File: config.mk
export PLATFORM = sky130hd
export DESIGN_NAME = mips_bus_arbiter
export DESIGN_NICKNAME = d
export VERILOG_FILES = /design/src/rtl/mips_bus_pkg.sv /design/src/rtl/mips_bus_grant_sel.sv /design/src/rtl/mips_bus_arbiter.sv
export SDC_FILE = /design/constraint.sdc
export NUM_CORES = 1
export LEC_CHECK = 0
export ABC_AREA = 1
export CAP_MARGIN = 20
export CELL_PAD_IN_SITES_DETAIL_PLACEMENT = 0
export CELL_PAD_IN_SITES_GLOBAL_PLACEMENT = 1
export CORE_MARGIN = 4
export CORE_UTILIZATION = 31
export DETAILED_ROUTE_END_ITERATION = 8
export PLACE_DENSITY_LB_ADDON = 0.1
export SYNTH_ARGS = -nofsm -noshare
export SYNTH_HDL_FRONTEND = slang
export SYNTH_SLANG_ARGS = --single-unit
export TNS_END_PERCENT = 30
File: constraint.sdc
create_clock -name clk -period 4.16 [get_ports clk]
set_input_delay 1.248 -clock clk [delete_from_list [all_inputs] [get_ports clk]]
set_output_delay 1.248 -clock clk [all_outputs]
set_load 0.01 [all_outputs]
File: src/rtl/mips_bus_pkg.sv
`default_nettype none
// ============================================================================
//  Module   : mips_bus_pkg
//  Purpose  : Shared types and widths for the CPU memory-bus arbiter slice.
//             Holds the arbiter state encoding and the default bus widths.
//  Contents : arb_state_t  - arbiter FSM states {IDLE, ACCESS, LAT, DONE}
//             BUS_ADDR_W   - default byte address width
//             BUS_DATA_W   - default data width
//             BUS_BE_W     - default byte-enable width
//  Revision : 1.0  initial release
// ============================================================================
package mips_bus_pkg;

  localparam int BUS_ADDR_W = 32;
  localparam int BUS_DATA_W = 32;
  localparam int BUS_BE_W   = BUS_DATA_W / 8;

  typedef enum logic [1:0] {
    IDLE   = 2'd0,
    ACCESS = 2'd1,
    LAT    = 2'd2,
    DONE   = 2'd3
  } arb_state_t;

endpackage : mips_bus_pkg
`default_nettype wire

File: src/rtl/mips_bus_grant_sel.sv
`default_nettype none
// ============================================================================
//  Module   : mips_bus_grant_sel
//  Purpose  : Combinational two-way grant selector for the bus arbiter.
//             MIPS_BUS_ARB_RR_EN defined  : round-robin, the last-granted
//                                           master loses a simultaneous tie.
//             MIPS_BUS_ARB_RR_EN undefined: fixed priority, master 0 wins.
//  Ports    : i_req[1:0]    per-master request (read | write)
//             i_last_grant  index of the most recently granted master
//             o_grant       selected master index
//             o_valid       at least one request present
//  Revision : 1.0  initial release
// ============================================================================
module mips_bus_grant_sel (
  input  logic [1:0] i_req,
  input  logic       i_last_grant,
  output logic       o_grant,
  output logic       o_valid
);

  assign o_valid = |i_req;

`ifdef MIPS_BUS_ARB_RR_EN
  always_comb begin
    // With no request the index is a don't-care; hold the pointer value.
    o_grant = i_last_grant;
    if (i_req == 2'b11) begin
      o_grant = ~i_last_grant;
    end else if (i_req[0]) begin
      o_grant = 1'b0;
    end else if (i_req[1]) begin
      o_grant = 1'b1;
    end
  end
`else
  always_comb begin
    // Pointer only feeds the don't-care (no request) case in this mode.
    o_grant = i_last_grant;
    if (i_req[0]) begin
      o_grant = 1'b0;
    end else if (i_req[1]) begin
      o_grant = 1'b1;
    end
  end
`endif

endmodule : mips_bus_grant_sel
`default_nettype wire

File: src/rtl/mips_bus_arbiter.sv
`default_nettype none
// ============================================================================
//  Module   : mips_bus_arbiter
//  Purpose  : Two-master / one-slave arbiter for the CPU memory bus.
//             Master 0 is the CPU port, master 1 the loader/debug port. One
//             command is latched in IDLE, issued in ACCESS, optionally waits
//             out the slave read latency in LAT, and is acknowledged to the
//             granted master for one cycle in DONE. All outputs registered.
//  Config   : MIPS_BUS_ARB_RR_EN - round-robin arbitration when defined,
//             fixed priority (master 0 first) otherwise.
//  Ports    : clk, reset (async, active low)
//             m_address/m_read/m_write/m_writedata/m_byteenable  master cmd
//             m_waitrequest[1:0], m_readdata                     master resp
//             s_address/s_read/s_write/s_writedata/s_byteenable  slave cmd
//             s_waitrequest, s_readdata                          slave resp
//             busy - high whenever the FSM is not in IDLE
//  Revision : 1.0  initial release
// ============================================================================
module mips_bus_arbiter
  import mips_bus_pkg::*;
#(
  parameter int ADDR_W       = BUS_ADDR_W,
  parameter int DATA_W       = BUS_DATA_W,
  parameter int READ_LATENCY = 1
) (
  input  logic                       clk,
  input  logic                       reset,
  input  logic [1:0][ADDR_W-1:0]     m_address,
  input  logic [1:0]                 m_read,
  input  logic [1:0]                 m_write,
  input  logic [1:0][DATA_W-1:0]     m_writedata,
  input  logic [1:0][DATA_W/8-1:0]   m_byteenable,
  output logic [1:0]                 m_waitrequest,
  output logic [DATA_W-1:0]          m_readdata,
  output logic [ADDR_W-1:0]          s_address,
  output logic                       s_read,
  output logic                       s_write,
  output logic [DATA_W-1:0]          s_writedata,
  output logic [DATA_W/8-1:0]        s_byteenable,
  input  logic                       s_waitrequest,
  input  logic [DATA_W-1:0]          s_readdata,
  output logic                       busy
);

  localparam int         BE_W       = DATA_W / 8;
  // Counter start value for LAT; unused when READ_LATENCY is 0.
  localparam logic [2:0] c_LAT_INIT = (READ_LATENCY == 0) ? 3'd0
                                                          : 3'(READ_LATENCY - 1);

  arb_state_t          r_state;
  logic                r_grant;
  logic                r_last_grant;
  logic                r_op_write;
  logic [2:0]          r_lat_cnt;
  logic [1:0]          r_m_waitrequest;
  logic [DATA_W-1:0]   r_m_readdata;
  logic [ADDR_W-1:0]   r_s_address;
  logic                r_s_read;
  logic                r_s_write;
  logic [DATA_W-1:0]   r_s_writedata;
  logic [BE_W-1:0]     r_s_byteenable;
  logic                r_busy;

  logic [1:0]          w_req;
  logic                w_grant;
  logic                w_valid;

  assign w_req = m_read | m_write;

  mips_bus_grant_sel u_grant_sel (
    .i_req        (w_req),
    .i_last_grant (r_last_grant),
    .o_grant      (w_grant),
    .o_valid      (w_valid)
  );

  always_ff @(posedge clk or negedge reset) begin
    if (!reset) begin
      r_state         <= IDLE;
      r_grant         <= 1'b0;
      r_last_grant    <= 1'b1;   // master 0 wins the first tie
      r_op_write      <= 1'b0;
      r_lat_cnt       <= 3'd0;
      r_m_waitrequest <= 2'b11;
      r_m_readdata    <= '0;
      r_s_address     <= '0;
      r_s_read        <= 1'b0;
      r_s_write       <= 1'b0;
      r_s_writedata   <= '0;
      r_s_byteenable  <= '0;
      r_busy          <= 1'b0;
    end else begin
      case (r_state)
        IDLE: begin
          r_m_waitrequest <= 2'b11;
          if (w_valid) begin
            r_grant        <= w_grant;
            r_last_grant   <= w_grant;
            r_op_write     <= m_write[w_grant];
            r_s_address    <= m_address[w_grant];
            r_s_writedata  <= m_writedata[w_grant];
            r_s_byteenable <= m_byteenable[w_grant];
            // A master raising both strobes gets the write; the read is dropped.
            r_s_write      <= m_write[w_grant];
            r_s_read       <= m_read[w_grant] & ~m_write[w_grant];
            r_busy         <= 1'b1;
            r_state        <= ACCESS;
          end
        end

        ACCESS: begin
          if (!s_waitrequest) begin
            r_s_read  <= 1'b0;
            r_s_write <= 1'b0;
            if (r_op_write) begin
              r_m_waitrequest[r_grant] <= 1'b0;
              r_state                  <= DONE;
            end else if (READ_LATENCY == 0) begin
              r_m_readdata             <= s_readdata;
              r_m_waitrequest[r_grant] <= 1'b0;
              r_state                  <= DONE;
            end else begin
              r_lat_cnt <= c_LAT_INIT;
              r_state   <= LAT;
            end
          end
        end

        LAT: begin
          if (r_lat_cnt == 3'd0) begin
            r_m_readdata             <= s_readdata;
            r_m_waitrequest[r_grant] <= 1'b0;
            r_state                  <= DONE;
          end else begin
            r_lat_cnt <= r_lat_cnt - 3'd1;
          end
        end

        DONE: begin
          // Acknowledge lasts exactly this one cycle.
          r_m_waitrequest <= 2'b11;
          r_busy          <= 1'b0;
          r_state         <= IDLE;
        end

        default: begin
          r_m_waitrequest <= 2'b11;
          r_s_read        <= 1'b0;
          r_s_write       <= 1'b0;
          r_busy          <= 1'b0;
          r_state         <= IDLE;
        end
      endcase
    end
  end

  assign m_waitrequest = r_m_waitrequest;
  assign m_readdata    = r_m_readdata;
  assign s_address     = r_s_address;
  assign s_read        = r_s_read;
  assign s_write       = r_s_write;
  assign s_writedata   = r_s_writedata;
  assign s_byteenable  = r_s_byteenable;
  assign busy          = r_busy;

endmodule : mips_bus_arbiter
`default_nettype wire

==> implementation parameters <==
Parameter                              Value

Status
  Run status    finished, final reports clean

Timing
  Clk_skew    8.12 ps
  Final Max Tran Viols    0
  Total Neg Setup Slack    0 ps
  Max-slew headroom at the worst pin    42.5%
  Transition time at the pin with the least slew margin    862 ps
  Final number of setup-violating endpoints    0
  Final cycle utilization of the critical path    66.1%
  Unrepaired setup endpoints after global routing    false
  FMAX    0.364 GHz
  Final worst path period need    2750 ps
  Number of hold-slack violations in the final timing report    0

Route
  Total via count after detailed routing    5430
  Remaining design rule violation count    0
  First DRT Iteration DRCs    175
  Iteration count of the initial detailed-routing pass    4
  Routed via count divided by cell count    4.35
  Total wire length after detailed routing    19000 um
  Detailed-route wire length per cell    15.2 um
  Detail Route Antenna Nets    0

Floorplanning
  Total Die Area    20800 um^2
  Starting density of the core    31.7%
  Die Span X    144 um
  Number of top-level pins    280
  Chip height    144 um
  Std-Cell Core Area    18100 um^2
  Number of rows created at floorplan    49

Synthesis
  Average footprint of a synthesized cell    7.80 um^2
  Syn Nets    918
  Gate count after technology mapping    736
  Cell taking the most area after synthesis    dfrtp_1
  Area share of the largest cell type after synthesis    47.9%
  Area contributors post-synth    dfrtp_1 (48%), nand2_1 (15%), nand3_1 (12%)
  Yosys reg bits    113
  Largest family of logic cells by synthesized area    simple AND/OR/NAND/NOR gates
  Register area share after synthesis    49.3%
  Cell Area, Synth    5740 um^2
  Synthesis Warnings    0
  Fraction of the mapped netlist area in adder cells    1.53%
  Mux cell area share after synthesis    6.28%
  Synthesized-area fraction occupied by ao, oa, aoi and oai cells    1.18%
  Simple-gate share of the synthesized area    28.5%
  Number of different library cells in the post-synthesis netlist    20
  Xor-xnor portion of the synthesized cell area    0%

Worst setup path
  Data required, critical path    4460 ps
  Arrival time worst endpoint    3050 ps
  CP Capture Type    register
  Worst reg2reg path endpoint    s_address[13]
  Peak fanout along the critical path    50
  Startpoint type of the worst setup path    input pin
  Setup slack of the worst register-to-register path    2070 ps
  Critical path class    in -> reg
  Worst r2r path cells    7
  Launch instance of the worst register-to-register path    r_state[0]

Clock network
  Number of buffers created by CTS    17
  TritonCTS clock tree    yes
  Clock transition at path regs    60 ps
  Clk buf depth    2
  Number of setup buffers added after CTS    0
  Post-CTS Resized    0
  Root buf cell    clkbuf_16
  Number of clock sinks    113
  Number of buffers inserted by hold repair at cts    0
  Clock H-tree levels    4
  Clock latency on the worst-skew pair    410 ps

Place
  Post-DP HPWL    13300 um
  GPL Wtd Cong    0.792
  Count of port buffers added during placement    279
  Placement Cell Area    8720 um^2

Pwr
  Largest voltage drop on the vdd net    313 uV
  Power density relative to cell area    687 nW/um^2
  Leak Pwr    4.73 nW

Final layout
  Share of layout cells above drive strength 1    8.24%
  Antenna cell count    0
  Post-layout net count    1188
  Layout overhead on the synthesized area    62.5%
  Final design instance area without fill    9330 um^2

Global routing
  Vias in the first global route    5469
  Antenna violations before repair    0
  Remaining global-route overflow    0
  Maximum number of pins on one net before global-route repair    75
  Wire length of the first global-routing pass    29600 um
  All-layer global routing usage    18.3%

Min path
  HP Start    s_writedata[4]
  Hold Crit Class    reg -> reg
  Hold EP    s_writedata[4]
  Worst hold path cell count    2

Flow run
  # Max-Cap Violations    0
==> synth_stat cells <==
| master | number |
|---|---|
| o21a_1 | 1 |
| dfrtp_1 | 110 |
| nand3_1 | 143 |
| buf_1 | 1 |
| dfstp_2 | 3 |
| clkbuf_1 | 9 |
| nand3b_1 | 1 |
| buf_2 | 23 |
| nand4_1 | 3 |
| inv_2 | 1 |
| nor2_4 | 1 |
| mux2_2 | 32 |
| ha_1 | 7 |
| o21ai_0 | 7 |
| inv_1 | 149 |
| nand2_1 | 233 |
| buf_4 | 6 |
| nor2_2 | 1 |
| a21oi_1 | 1 |
| o21ai_1 | 4 |
==> logic make-up after synthesis <==
kind of cell / count (synthesis)
simple gates: 382
buf+inv: 189
flops: 113
mux: 32
compound gates: 13
fa+ha+maj: 7
==> metal layers <==
layer  global-route usage, %  wire, um
met4                    4.71       213
met3                    6.94      1800
met2                    30.1      8950
met5                       0         0
met1                    22.6      8020
==> per-stage QoR <==
step | std cells | hold slack, ps | total power, mW | worst slack, ps | utilization [%]
2_1_floorplan | 736 | 453 | 3.41 | 2060 | -
3_3_place_gp | 1216 | 462 | 4.99 | 919 | 48.2
3_5_place_dp | 1216 | 464 | 5.01 | 882 | 48.2
4_1_cts | 1248 | 479 | 6.53 | 1320 | 51.6
5_1_grt | 1248 | 489 | 6.90 | 1240 | 51.6
6_report | 1248 | 473 | 6.41 | 1410 | 51.6
==> sequential cells by signal, summed over array words and instances (netlist names) <==
signal         count
busy               1
m_readdata        32
m_waitrequest      2
r_grant            1
r_last_grant       1
r_lat_cnt          3
r_op_write         1
r_state            2
s_address         32
s_byteenable       4
s_read             1
s_write            1
s_writedata       32
==> worst max-delay path by stage <==
stage / cells past startpoint / from / endpoint
detailed placement: 8 / m_write[0] / s_address[7]
global placement: 8 / m_write[0] / s_writedata[20]
CTS: 8 / m_write[0] / s_address[7]
global route: 8 / m_read[0] / s_address[12]
floorplan: 6 / m_write[0] / s_writedata[29]
finish: 8 / m_write[0] / s_address[31]
==> cells in the final DEF, fill, tap and decap left out, drive strengths merged <==
cell type / n
clkdlybuf4s50: 278
nand2: 233
inv: 151
nand3: 143
dfrtp: 110
mux2: 32
clkbuf: 19
buf: 12
o21ai: 11
ha: 7
clkinv: 5
clkinvlp: 4
nand4: 3
bufinv: 3
dfstp: 3
nor2: 2
a21oi: 1
o21a: 1
nand3b: 1
==> area by class of cell <==
| cell class | instances | area [um^2] |
|---|---|---|
| Clock buffer | 19 | 443 |
| Clock inverter | 13 | 161 |
| Fill cell | 1791 | 8760 |
| Inverter | 150 | 563 |
| Multi-Input combinational cell | 434 | 2160 |
| Sequential cell | 113 | 2830 |
| Tap cell | 229 | 287 |
| Timing Repair Buffer | 290 | 2890 |
==> power breakdown <==
| part | switching, mW | internal (mW) |
|---|---|---|
| Sequential | 0.290 | 1.67 |
| Combinational | 1.42 | 1.55 |
| Clock | 0.524 | 0.957 |
==> critical path, stage by stage <==
cell             delay (ps)
clkdlybuf4s50_1         520
nor2_4                   60
buf_4                   280
nand2_2                 130
buf_4                   470
nand2_1                 140
nand3_1                 100
nand2_1                  60
Note: power is estimated with default switching activity, not from simulation.
